[config.mk]
export PLATFORM = sky130hd
export DESIGN_NAME = mem_interface_unit
export DESIGN_NICKNAME = d
export VERILOG_FILES = /design/src/rtl/mem_interface_unit.sv
export SDC_FILE = /design/constraint.sdc
export NUM_CORES = 1
export LEC_CHECK = 0
export ABC_CLOCK_PERIOD_IN_PS = 1600
export BUFFER_PORTS_ARGS = -buffer_cell sky130_fd_sc_hd__buf_2
export CAP_MARGIN = 20
export CORE_ASPECT_RATIO = 0.75
export CORE_UTILIZATION = 33
export CTS_BUF_LIST = sky130_fd_sc_hd__clkbuf_2
export DETAILED_ROUTE_END_ITERATION = 8
export HOLD_SLACK_MARGIN = 0.12
export PLACE_DENSITY = 0.6
export RECOVER_POWER = 25
export SKIP_LAST_GASP = 1
export SYNTH_ARGS = -nofsm -noshare
export SYNTH_HDL_FRONTEND = slang
export SYNTH_SLANG_ARGS = --single-unit
[constraint.sdc]
create_clock -name clock -period 1.6 [get_ports clock]
set_input_delay 0.16 -clock clock [delete_from_list [all_inputs] [get_ports clock]]
set_output_delay 0.16 -clock clock [all_outputs]
set_load 0.02 [all_outputs]
[src/rtl/mem_interface_unit.sv]
// Memory-side bus consumer: holds MAR/MDR and runs single-word RAM reads/writes
// over a req/ack handshake, aborting with a sticky error after TIMEOUT wait cycles.
module mem_interface_unit #(
   parameter int ADDR_W  = 9,
   parameter int DATA_W  = 32,
   parameter int TIMEOUT = 15
) (
   input  logic              clock,
   input  logic              clear,
   input  logic [DATA_W-1:0] BusMuxOut,
   input  logic              MARin,
   input  logic              MDRin,
   input  logic              Read,
   input  logic              Write,
   output logic [DATA_W-1:0] MDRdataOut,
   output logic [ADDR_W-1:0] mem_addr,
   output logic [DATA_W-1:0] mem_wdata,
   output logic              mem_req,
   output logic              mem_we,
   input  logic [DATA_W-1:0] mem_rdata,
   input  logic              mem_ack,
   output logic              busy,
   output logic              done,
   output logic              err
);

   typedef enum logic [1:0] {IDLE, RD_WAIT, WR_WAIT, FINISH} state_t;

   localparam logic [7:0] CNT_LAST = 8'(TIMEOUT - 1);

   state_t            state_q, state_d;
   logic [ADDR_W-1:0] mar_q, mar_d;
   logic [DATA_W-1:0] mdr_q, mdr_d;
   logic [7:0]        cnt_q, cnt_d;
   logic              req_q, req_d;
   logic              we_q, we_d;
   logic              busy_q, busy_d;
   logic              done_q, done_d;
   logic              err_q, err_d;

   always_comb begin
      state_d = state_q;
      mar_d   = mar_q;
      mdr_d   = mdr_q;
      cnt_d   = cnt_q;
      req_d   = req_q;
      we_d    = we_q;
      busy_d  = busy_q;
      done_d  = 1'b0;
      err_d   = err_q;
      case (state_q)
         IDLE: begin
            if (MARin) mar_d = BusMuxOut[ADDR_W-1:0];
            if (MDRin) mdr_d = BusMuxOut;
            // Read has priority; a simultaneous Write is simply dropped
            if (Read) begin
               state_d = RD_WAIT;
               req_d   = 1'b1;
               we_d    = 1'b0;
               busy_d  = 1'b1;
               cnt_d   = '0;
            end else if (Write) begin
               state_d = WR_WAIT;
               req_d   = 1'b1;
               we_d    = 1'b1;
               busy_d  = 1'b1;
               cnt_d   = '0;
            end
         end
         RD_WAIT, WR_WAIT: begin
            // ack on the expiry cycle still wins over the timeout
            if (mem_ack) begin
               if (state_q == RD_WAIT) mdr_d = mem_rdata;
               state_d = FINISH;
               req_d   = 1'b0;
               we_d    = 1'b0;
               busy_d  = 1'b0;
               done_d  = 1'b1;
            end else if (cnt_q == CNT_LAST) begin
               state_d = IDLE;
               req_d   = 1'b0;
               we_d    = 1'b0;
               busy_d  = 1'b0;
               err_d   = 1'b1;
            end else begin
               cnt_d = cnt_q + 8'd1;
            end
         end
         FINISH: state_d = IDLE;
         default: state_d = IDLE;
      endcase
   end

   always_ff @(posedge clock or negedge clear) begin
      if (!clear) begin
         state_q <= IDLE;
         mar_q   <= '0;
         mdr_q   <= '0;
         cnt_q   <= '0;
         req_q   <= 1'b0;
         we_q    <= 1'b0;
         busy_q  <= 1'b0;
         done_q  <= 1'b0;
         err_q   <= 1'b0;
      end else begin
         state_q <= state_d;
         mar_q   <= mar_d;
         mdr_q   <= mdr_d;
         cnt_q   <= cnt_d;
         req_q   <= req_d;
         we_q    <= we_d;
         busy_q  <= busy_d;
         done_q  <= done_d;
         err_q   <= err_d;
      end
   end

   assign MDRdataOut = mdr_q;
   assign mem_addr   = mar_q;
   assign mem_wdata  = mdr_q;
   assign mem_req    = req_q;
   assign mem_we     = we_q;
   assign busy       = busy_q;
   assign done       = done_q;
   assign err        = err_q;

endmodule

# Word level (Yosys, flattened, before mapping)
# Cells that the tools add are included.
[totals]
word_cells = 53
register_bits = 55
output_inout_bits = 78
in_bits = 71
[op_classes]
add_sub_neg = 1
n_eq_ne = 11
n_bitwise = 1
n_reduce_logical = 9
n_mux = 23
[op_table]
columns = ["operator", "n"]
rows = [
  ["$mux 32", 3],
  ["$pmux 32 s2", 1],
  ["$mux 8", 4],
  ["$pmux 8 s2", 1],
  ["$ne 2x2->1 const B", 5],
  ["$add 8x1->8 const B", 1],
  ["$eq 8x4->1 const B", 1],
  ["$mux 2", 4],
  ["$reduce_and 4->1", 2],
  ["$mux 1", 7],
  ["$ne 3x3->1 const B", 2],
  ["$pmux 2 s3", 1],
  ["$reduce_and 3->1", 2],
  ["$eq 2x2->1 const B", 2],
  ["$pmux 1 s2", 2],
  ["$reduce_and 2->1", 2],
  ["$eq 2x1->1 const B", 1],
  ["$logic_not 2->1", 1],
  ["$reduce_bool 2->1", 1],
  ["$reduce_or 2->1", 1],
  ["$not 1->1", 1],
]

# Longest topological paths before layout
[depth]
word_depth = 4
depth_mapped = 8
depth_no_buf = 6

# Least setup slack after synthesis
# OpenSTA, ideal clock, no wires.
[synth_path]
kind = "flip-flop to flip-flop"
from = "reg state_q[0]"
to = "reg mdr_q[0] (netlist: MDRdataOut[0])"
n_path_buf = 1
required_ps = 1463
synth_period_minus_slack_ps = 1758
setup_time_ps = 137
arrival_ps = 1621
stages_incl_launch_ff = 7
setup_slack_ps = -158
cell_sequence = "dfrtp_1 -> inv_1 -> ha_1 -> and2b_1 -> a2bb2oi_2 -> clkbuf_1 -> a21oi_1"
[synth_via]
elab_chain_len = 4
word_cells_on_any_way = 10
cone_classes = "eq/ne (5); mux (1); reduce/logical (4)"
[synth_lines]
columns = ["element", "line_no", "text"]
rows = [
  ["start: declaration", "31", "state_t state_q, state_d;"],
  ["start signal: assignment", "106", "state_q <= state_d;"],
  ["$eq 2x1->1 or $eq 2x2->1 (tied branches)", "51, 73", ""],
  ["$reduce_or 2->1", "51", "case (state_q)"],
  ["$ne 2x2->1 (no line) or $reduce_bool 2->1 (tied branches)", "-", ""],
  ["$reduce_and 4->1 (no line)", "-", ""],
  ["end signal: assignment", "108", "mdr_q <= mdr_d;"],
  ["end: declaration", "33", "logic [DATA_W-1:0] mdr_q, mdr_d;"],
]
# Several ways; a longest one is shown, not always the timed one.
# A chain may end at the register's enable or synchronous reset.

# Final worst setup path
[layout_path]
from = "reg state_q[0]"
to = "reg mdr_q[11] (netlist: MDRdataOut[11])"
# The elaborated chain is that of the path after synthesis.

==> key figures <==
Status
  • Status: complete, but fails checks
  • Failing checks: negative setup slack

Drt
  • Max layer used: met4
  • Post-DRT Antenna Nets: 0
  • Mean number of vias per cell: around 4.7
  • Total Wirelength: approximately 8700 um
  • Routed len/inst: roughly 14 um
  • Via count: 2832
  • Met3 wire length: ~440 um
  • DRT iter0 DRCs: ~130
  • Metal2 WL: between 4000 and 5000 um
  • Detailed-route DRC error count: 0
  • TritonRoute pass-1 iters: 4
  • Wl on met1: 3710 um

Setup path
  • WS Path Type: reg -> reg
  • CP Capture Type: flip-flop
  • Crit path required time: 1.98 ns
  • CP Max Fanout: 19
  • Worst Setup Start Kind: flip-flop
  • WP data arrival: roughly 2.2 ns

Global routing
  • Antenna violations before repair: 0
  • Total grt overflow: 0
  • Number of global-route vias before repair: 2687
  • Largest net degree at the start of global routing: between 50 and 60
  • First-pass GRT wire length: between 10000 and 15000 um
  • All-Layer GR Usage: 0.173

Timing
  • Max-slew headroom: 0.0893
  • Fmax: roughly 0.56 GHz
  • Final Max Tran Viols: 0
  • RSZ-0062 raised after global routing: yes
  • Worst Slack Setup Final: -0.189 ns
  • Worst-Margin Slew: approximately 1.4 ns
  • Final hold violation count: 0
  • Final setup viols: 39
  • Max Clock Skew: 0.0321 ns
  • Period minus WS final: approximately 1.8 ns
  • Final period util: 1.12

Pwr
  • Max VDD drop: about 1.2 mV
  • P_leak: between 0.002 and 0.0025 uW
  • Power Density: between 2000 and 2500 nW/um2

Cells and area
  • Finished Cell Area: around 4700 um2
  • Layout cells sized above 1: 0.471
  • P&R area growth vs syn: 63.3%
  • Layout Nets: roughly 570
  • Diode count: 0
  • Multi-input logic area: between 1000 and 1500 um2
  • Most frequent cells in the layout: buf_2, dlygate4sd3_1, dfrtp_1
  • # fillers: slightly above 700
  • Commonest non-fill, non-tap cell in the layout: buf_2
  • Register Area: 1380 um2

Synthesis
  • Post-synthesis compound-gate area fraction: 0.111
  • Mapped Cells: 277
  • Mapped Area: ~2900 um2
  • Sequential area share after synthesis: 0.479
  • Simple-gate area share of the yosys netlist: 0.107
  • Top cells by area, synth: dfrtp_1, mux2i_1, buf_4
  • Avg Inst Size Synth: ~10 um2
  • Post-Synth Adder-Cell Area: 0.0218
  • Fraction of synthesized area in multiplexers: 0.161
  • Area share of the largest cell type after synthesis: 0.479
  • #FFs+latches synth: 55
  • Xor and xnor area share after synthesis: 0.00305
  • Main combinational cell family by area after synthesis: multiplexers
  • Synth cell types: 36
  • Syn Nets: ~350
  • Post-synth top area cell: dfrtp_1
  • Synth warn: 0

Placement
  • Port Buffers: approximately 150
  • Post-place setup slack: -0.0996 ns
  • DP Wirelength: roughly 5200 um
  • Placed cell area: between 3000 and 4000 um2
  • GP Congestion: 0.791

Hold path
  • Hold Path Class: in -> reg

Floorplanning
  • Die X: roughly 110 um
  • Starting Density: 0.340
  • DIE AREA: 9090 um2
  • Core ar.: ~8500 um2
  • I/O pin cnt: 149
  • Cell Rows: 29
  • Die span in y: 82.8 um

Job
  • MaxCap Viol Count: 0

Clocking
  • Clock sink total: 55
  • Root Buffer Master: clkbuf_2
  • CTS clk-pin slew, worst paths: 0.33 ns
  • H-tree depth: 2
  • TritonCTS Buffers: 5
  • Clock Path Buffers: 2
  • CTS tree: yes
  • Clock latency on the worst-skew pair: ~0.47 ns
==> synth_stat cells <==
cell type and number:
a21oi_1 34, a221o_1 3, a22o_1 1, a2bb2oi_2 1, and2_1 1, and2b_1 1, and3_1 2, and4_1 1
and4_4 1, buf_1 1, buf_2 8, buf_4 33, buf_6 1, clkbuf_1 2, dfrtp_1 55, ha_1 5
inv_1 8, mux2_2 10, mux2i_1 35, nand2_1 8, nand2b_1 1, nand3_1 4, nand4_1 1, nand4b_1 2
nor2_1 39, nor2b_1 2, nor3_1 2, o21a_1 1, o21ai_0 5, o21ai_2 1, o21ba_1 1, o221ai_1 2
o2bb2ai_1 2, o31ai_1 1, or3_4 1, xnor2_1 1
==> critical path, cell delays in order, from the launching register on <==
cell	delay, ns
dfrtp_1	0.44
inv_2	0.06
ha_4	0.28
and2b_2	0.24
a2bb2oi_4	0.18
buf_12	0.14
buf_12	0.15
nor2_1	0.19
a21oi_4	0.04
==> final timing paths <==
path	start	cells past startpoint	slack (ns)	end
worst max-delay path	state_q[0]$_DFFE_PN0P_	8	-0.19	MDRdataOut[11]$_DFFE_PN0P_
worst max register to register	state_q[0]$_DFFE_PN0P_	8	-0.19	MDRdataOut[11]$_DFFE_PN0P_
worst min register to register	err$_DFFE_PN0P_	2	0.52	err$_DFFE_PN0P_
worst min-delay path	MDRin	7	0.33	MDRdataOut[2]$_DFFE_PN0P_
max in group asynchronous	clear	3	0.19	MDRdataOut[23]$_DFFE_PN0P_
min in group asynchronous	clear	3	0.56	MDRdataOut[3]$_DFFE_PN0P_
==> per-stage QoR <==
stage / hold WS (ns) / setup TNS, ns / util / std cells / total power [uW]
after floorplan: -0.136 / -0.0188 / - / 277 / 6790
after global placement: 0.186 / -0.170 / 0.438 / 511 / 8140
after detailed placement: 0.192 / -1.33 / 0.438 / 511 / 8250
after CTS: 0.136 / -2.54 / 0.525 / 587 / 9000
after global routing: 0.302 / -7.31 / 0.555 / 598 / 10800
final: 0.328 / -4.68 / 0.555 / 598 / 10100
==> sequential cells by signal (all words and copies together), names as in the netlist <==
register,flops
done,1
MDRdataOut,32
mem_addr,9
cnt_q,8
err,1
state_q,2
busy,1
mem_we,1
==> layout make-up <==
class	count	area share
clock buffers	5	0.00533
flip-flops and latches	55	0.293
repair buffers	250	0.383
well taps	108	0.0288
inverters	8	0.00639
clock inverters	3	0.00506
multi-input cells	169	0.278
==> routing by layer <==
metal  vias up  GRT usage
met5         -          0
met4         0     0.0606
met3        20     0.0290
met2       100      0.307
met1      1365      0.209
li1       1347          -
==> cells by family after synthesis <==
family                     Yosys count
AOI/OAI and AO/OA                   52
and+or+nand+nor                     66
muxes                               45
xor gates and xnor gates             1
adders and majority gates            5
buffers and inverters               53
DFF                                 55
==> power breakdown <==
group	internal (uW)	leakage (uW)	switching, uW
registers	2030	0.000637	445
logic	3140	0.00160	3870
clock network	117	0.0000309	481
==> what timing repair did <==
item / in CTS / in global routing
cloned: 0 / 4
pin swaps: 0 / 7
endpoints found under the setup margin: 42 / 43
hold buffers: 68 / 1
hold endpoints to repair: 102 / 4
gates resized for setup: 4 / 28
buffers inserted: 0 / 7
Power figures use the tool's default switching activity.
